## src/rtl/tgfs_serial_10bit.sv

```systemverilog
// Bit-serial WIDTH-bit subtractor D = A - B - Bin, one full-subtractor step per clock, LSB first.
// Optional build macro TGFS_SATURATE_EN: clamp Diff to 0 when the final borrow is set.
module tgfs_serial_10bit #(
  parameter int unsigned WIDTH = 10
) (
  input  logic             clk,
  input  logic             rst,
  input  logic             in_valid,
  output logic             in_ready,
  input  logic [WIDTH-1:0] A,
  input  logic [WIDTH-1:0] B,
  input  logic             Bin,
  output logic             out_valid,
  input  logic             out_ready,
  output logic [WIDTH-1:0] Diff,
  output logic             Bout
);

  localparam int unsigned CW = $clog2(WIDTH);

  typedef enum logic [1:0] {IDLE, SHIFT, DONE} state_t;

  state_t           state, state_nx;
  logic [WIDTH-1:0] a_sr, b_sr, res_sr, res_nx;
  logic             borrow, borrow_nx, d, last;
  logic [CW-1:0]    cnt;

  always_comb begin
    d         = a_sr[0] ^ b_sr[0] ^ borrow;
    borrow_nx = (~a_sr[0] & b_sr[0]) | (~(a_sr[0] ^ b_sr[0]) & borrow);
    res_nx    = {d, res_sr[WIDTH-1:1]};
    last      = (cnt == CW'(WIDTH - 1));
  end

  assign in_ready  = (state == IDLE) && !rst;
  assign out_valid = (state == DONE);

  always_comb begin
    state_nx = state;
    case (state)
      IDLE:    if (in_valid && in_ready) state_nx = SHIFT;
      SHIFT:   if (last)                 state_nx = DONE;
      DONE:    if (out_ready)            state_nx = IDLE;
      default:                           state_nx = IDLE;
    endcase
  end

  always_ff @(posedge clk) begin
    if (rst) state <= IDLE;
    else     state <= state_nx;
  end

  always_ff @(posedge clk) begin
    if (rst) begin
      a_sr   <= '0;
      b_sr   <= '0;
      res_sr <= '0;
      borrow <= 1'b0;
      cnt    <= '0;
      Diff   <= '0;
      Bout   <= 1'b0;
    end else begin
      case (state)
        IDLE: begin
          if (in_valid && in_ready) begin
            a_sr   <= A;
            b_sr   <= B;
            borrow <= Bin;
            cnt    <= '0;
          end
        end
        SHIFT: begin
          a_sr   <= a_sr >> 1;
          b_sr   <= b_sr >> 1;
          res_sr <= res_nx;
          borrow <= borrow_nx;
          // counter parks at zero on the final step so it never passes WIDTH-1
          if (last) begin
            cnt  <= '0;
            Bout <= borrow_nx;
`ifdef TGFS_SATURATE_EN
            Diff <= borrow_nx ? '0 : res_nx;
`else
            Diff <= res_nx;
`endif
          end else begin
            cnt <= cnt + 1'b1;
          end
        end
        default: ;
      endcase
    end
  end

endmodule

```

## config.mk

```make
export PLATFORM = sky130hd
export DESIGN_NAME = tgfs_serial_10bit
export DESIGN_NICKNAME = d
export VERILOG_FILES = /design/src/rtl/tgfs_serial_10bit.sv
export SDC_FILE = /design/constraint.sdc
export NUM_CORES = 1
export LEC_CHECK = 0
export CORE_MARGIN = 4
export CORE_UTILIZATION = 45
export DETAILED_ROUTE_END_ITERATION = 16
export PLACE_DENSITY_LB_ADDON = 0.25
export REMOVE_ABC_BUFFERS = 1
export SYNTH_ARGS = -nofsm -noshare
export SYNTH_HDL_FRONTEND = slang
export SYNTH_SLANG_ARGS = --single-unit
```

## constraint.sdc

```tcl
create_clock -name clk -period 1.9 [get_ports clk]
set_input_delay 0.38 -clock clk [delete_from_list [all_inputs] [get_ports clk]]
set_output_delay 0.38 -clock clk [all_outputs]
set_load 0.01 [all_outputs]
```

==> summary.md <==
| Metric | Value |
|---|---|
| Outcome | `finished clean` |
| Synthesized flop and latch total | `47` |
| Clock latency on the worst-skew pair | `0.30 ns` |
| Skew final | `between 0.005 and 0.006 ns` |
| Die width | `74.28 um` |
| Fin crit period | `~1.8 ns` |
| Full die area | `approximately 5500 um^2` |
| Pwr per Cell Area | `approximately 770 nW/um^2` |
| IO Port Bufs | `37` |
| Global-route wire length before repair | `between 6000 and 7000 um` |
| Post-Layout Cell Count | `approximately 320` |
| Syn_area_per_cell | `a little over 8 um^2` |
| Max FO, Critical Path | `6` |
| Number of max-cap violations | `0` |
| Yosys top cell by area | `dfxtp_1` |
| Crit path arrival time | `1.46 ns` |
| Data required, critical path | `roughly 1.5 ns` |
| Routed wire length per instance | `approximately 12 um` |
| PnR worst setup slack | `slightly below 0.06 ns` |
| Relative slew slack | `0.6675` |
| Starting Density | `0.4804` |
| Largest net degree at the start of global routing | `47` |
| Synth unique cells | `27` |
| Clock root cell | `clkbuf_8` |
| Peak VDD IR | `384.1 uV` |
| Fin. max-slew vios | `0` |
| Count leader, synth | `nand2_1` |
| Post-route ant nets | `0` |
| Combinational family with the most area after synthesis | `simple AND/OR/NAND/NOR gates` |
| Setup-failing EPs final | `0` |
| Syn Inst Count | `240` |
| Final instance area | `2509 um^2` |
| Vias | `around 1,600` |
| Mux cell area share after synthesis | `0.005063` |
| Number of top-level pins | `38` |
| Setup crit end kind | `output port` |
| Area contributors post-synth | `dfxtp_1 48%, nand2_1 14%, a21oi_1 6.3%, a311oi_2 5.3%, a311oi_1 5.3%` |
| Multi-input logic area | `approximately 940 um^2` |
| Area growth from synthesis to layout | `26.90%` |
| Adder-Cell Fraction of Synth Area | `0.02278` |
| Clk buf depth | `2` |
| Hold Vio Cnt, Final | `0` |
| RSZ-0062 raised after global routing | `no` |
| Gr ovfl total | `0` |
| CTS tree | `built` |
| DR pass1 iterations | `4` |
| Syn Std Cell Area | `approximately 2000 um^2` |
| GRT Total Usage | `0.1442` |
| Tcrit/Tclk final | `0.9688` |
| Setup repair bufs after CTS | `0` |
| WS Path Type | `register to output port` |
| Die H | `~74 um` |
| Cts hold-fix bufs | `0` |
| Row count | `23` |
| Synth cell count leaders | `76 x nand2_1, 47 x dfxtp_1, 26 x nor2_1` |
| CTS buffer count | `5` |
| Worst Hold Margin | `roughly 0.33 ns` |
| Nets | `between 300 and 400` |
| Initial antenna violation count | `0` |
| Vias in the first global route | `1,405` |
| Most common flop cell mapped by yosys | `dfxtp_1` |
| Share of cells above drive strength 1 | `0.09854` |
| Reg area | `944.7 um^2` |
| DP Wirelength | `2603 um` |
| Max Freq | `0.5433 GHz` |
| Setup TNS Final | `0 ns` |
| Worst slew pin tran | `between 0.4 and 0.5 ns` |
| Via density | `~5` |
| Gpl congestion | `between 0.7 and 0.8` |
| Leak | `0.8802 nW` |
| EDFF count, synth | `0` |
| Pre-CTS setup slack | `about 0.13 ns` |
| H-tree depth | `2` |
| DR iter-0 viols | `101` |
| Instance area at placement | `roughly 2400 um^2` |
| Fill count | `380` |
| Antenna Cells | `0` |
| CTS clk-pin slew, worst paths | `0.08 ns` |
| Async SR Flop Fraction | `0` |
| Warnings, synthesis | `0` |
| Simple-gate portion of the synthesized area | `0.2462` |
| CTS Sinks | `47` |
| Drc violations | `0` |
| Sequential fraction of the synthesis area | `0.4759` |
| Yosys top cell area share | `0.4759` |
| Hold WC Path Type | `input pin to register` |
| Core area | `approximately 4100 um^2` |
| Compound-Gate Fraction of Synth Area | `0.1949` |
| Cells after DPL | `316` |
| CP Launch Type | `register` |
| Routed Wire Length | `3738 um` |
| Xor and xnor area share after synthesis | `0` |
power by group:
group / internal (W) / leakage, nW / switching [W]
Clock: 0.000257 / 0.0412 / 0.000327
Combinational: 0.000141 / 0.455 / 0.000140
Sequential: 0.00103 / 0.384 / 0.0000282
Total: 0.00143 / 0.880 / 0.000495
metrics by stage:
stage / total power [W] / utilization
2_1_floorplan: 0.001227 / -
3_3_place_gp: 0.001361 / 0.5868
3_5_place_dp: 0.001369 / 0.5868
4_1_cts: 0.001943 / 0.6078
5_1_grt: 0.002006 / 0.6096
6_report: 0.001926 / 0.6096
cells by family (layout without fill, tap and decap cells):
logic type	after synthesis	after routing
fa+ha+maj	3	3
flops	47	47
compound gates	50	50
buf+inv	23	57
simple gates	116	116
mux	1	1
sequential cells by signal, summed over array words and instances (netlist names):
| signal | cells |
|---|---|
| borrow | 1 |
| state | 2 |
| res_sr | 9 |
| Diff | 10 |
| Bout | 1 |
| a_sr | 10 |
| cnt | 4 |
| b_sr | 10 |
placed cells by master (no fill, tap or decap), drive strengths merged:
cell type / count
o32a: 1
a21oi: 26
nand2: 76
mux2i: 1
nor4b: 1
nand3: 2
clkdlybuf4s50: 36
nand2b: 4
nor2: 26
nor2b: 2
inv: 5
clkinvlp: 1
nor3b: 1
ha: 2
fa: 1
a311oi: 19
o22a: 1
a211oi: 2
nor3: 2
and3b: 1
and2: 1
clkbuf: 6
clkinv: 1
dfxtp: 47
buf: 8
a21o: 1
repair_timing:
| action | in CTS | in global routing |
|---|---|---|
| endpoints found under the setup margin | 1 | 2 |
| resized for setup | 1 | 2 |
| pin swaps | 0 | 0 |
critical path: stages, from the launching register on:
cell	delay, ns
dfxtp_4	0.41
nor2b_1	0.19
clkdlybuf4s50_1	0.56
final cells by class:
class | instances | area share
Timing Repair Buffer | 44 | 0.1815
Sequential cell | 47 | 0.3766
Tap cell | 50 | 0.02494
Inverter | 5 | 0.007481
Clock buffer | 6 | 0.02893
Multi-Input combinational cell | 170 | 0.3756
Clock inverter | 2 | 0.004988
worst paths after layout:
path	startpoint	end	slack [ns]	cells past startpoint
setup / recovery	state[1]	out_valid	0.06	2
hold reg to reg	Diff[7]	Diff[7]	0.45	2
setup reg to reg	state[0]	Diff[9]	0.35	5
hold / removal	rst	state[1]	0.33	2
per-layer routing:
layer | up-vias | track usage | share of wire
li1 | 870 | - | -
met1 | 717 | 0.1724 | 0.48
met2 | 33 | 0.2392 | 0.45
met3 | 7 | 0.04054 | 0.054
met4 | 0 | 0.06917 | 0.018
met5 | - | 0 | 0
(Power assumes the default switching activity.)
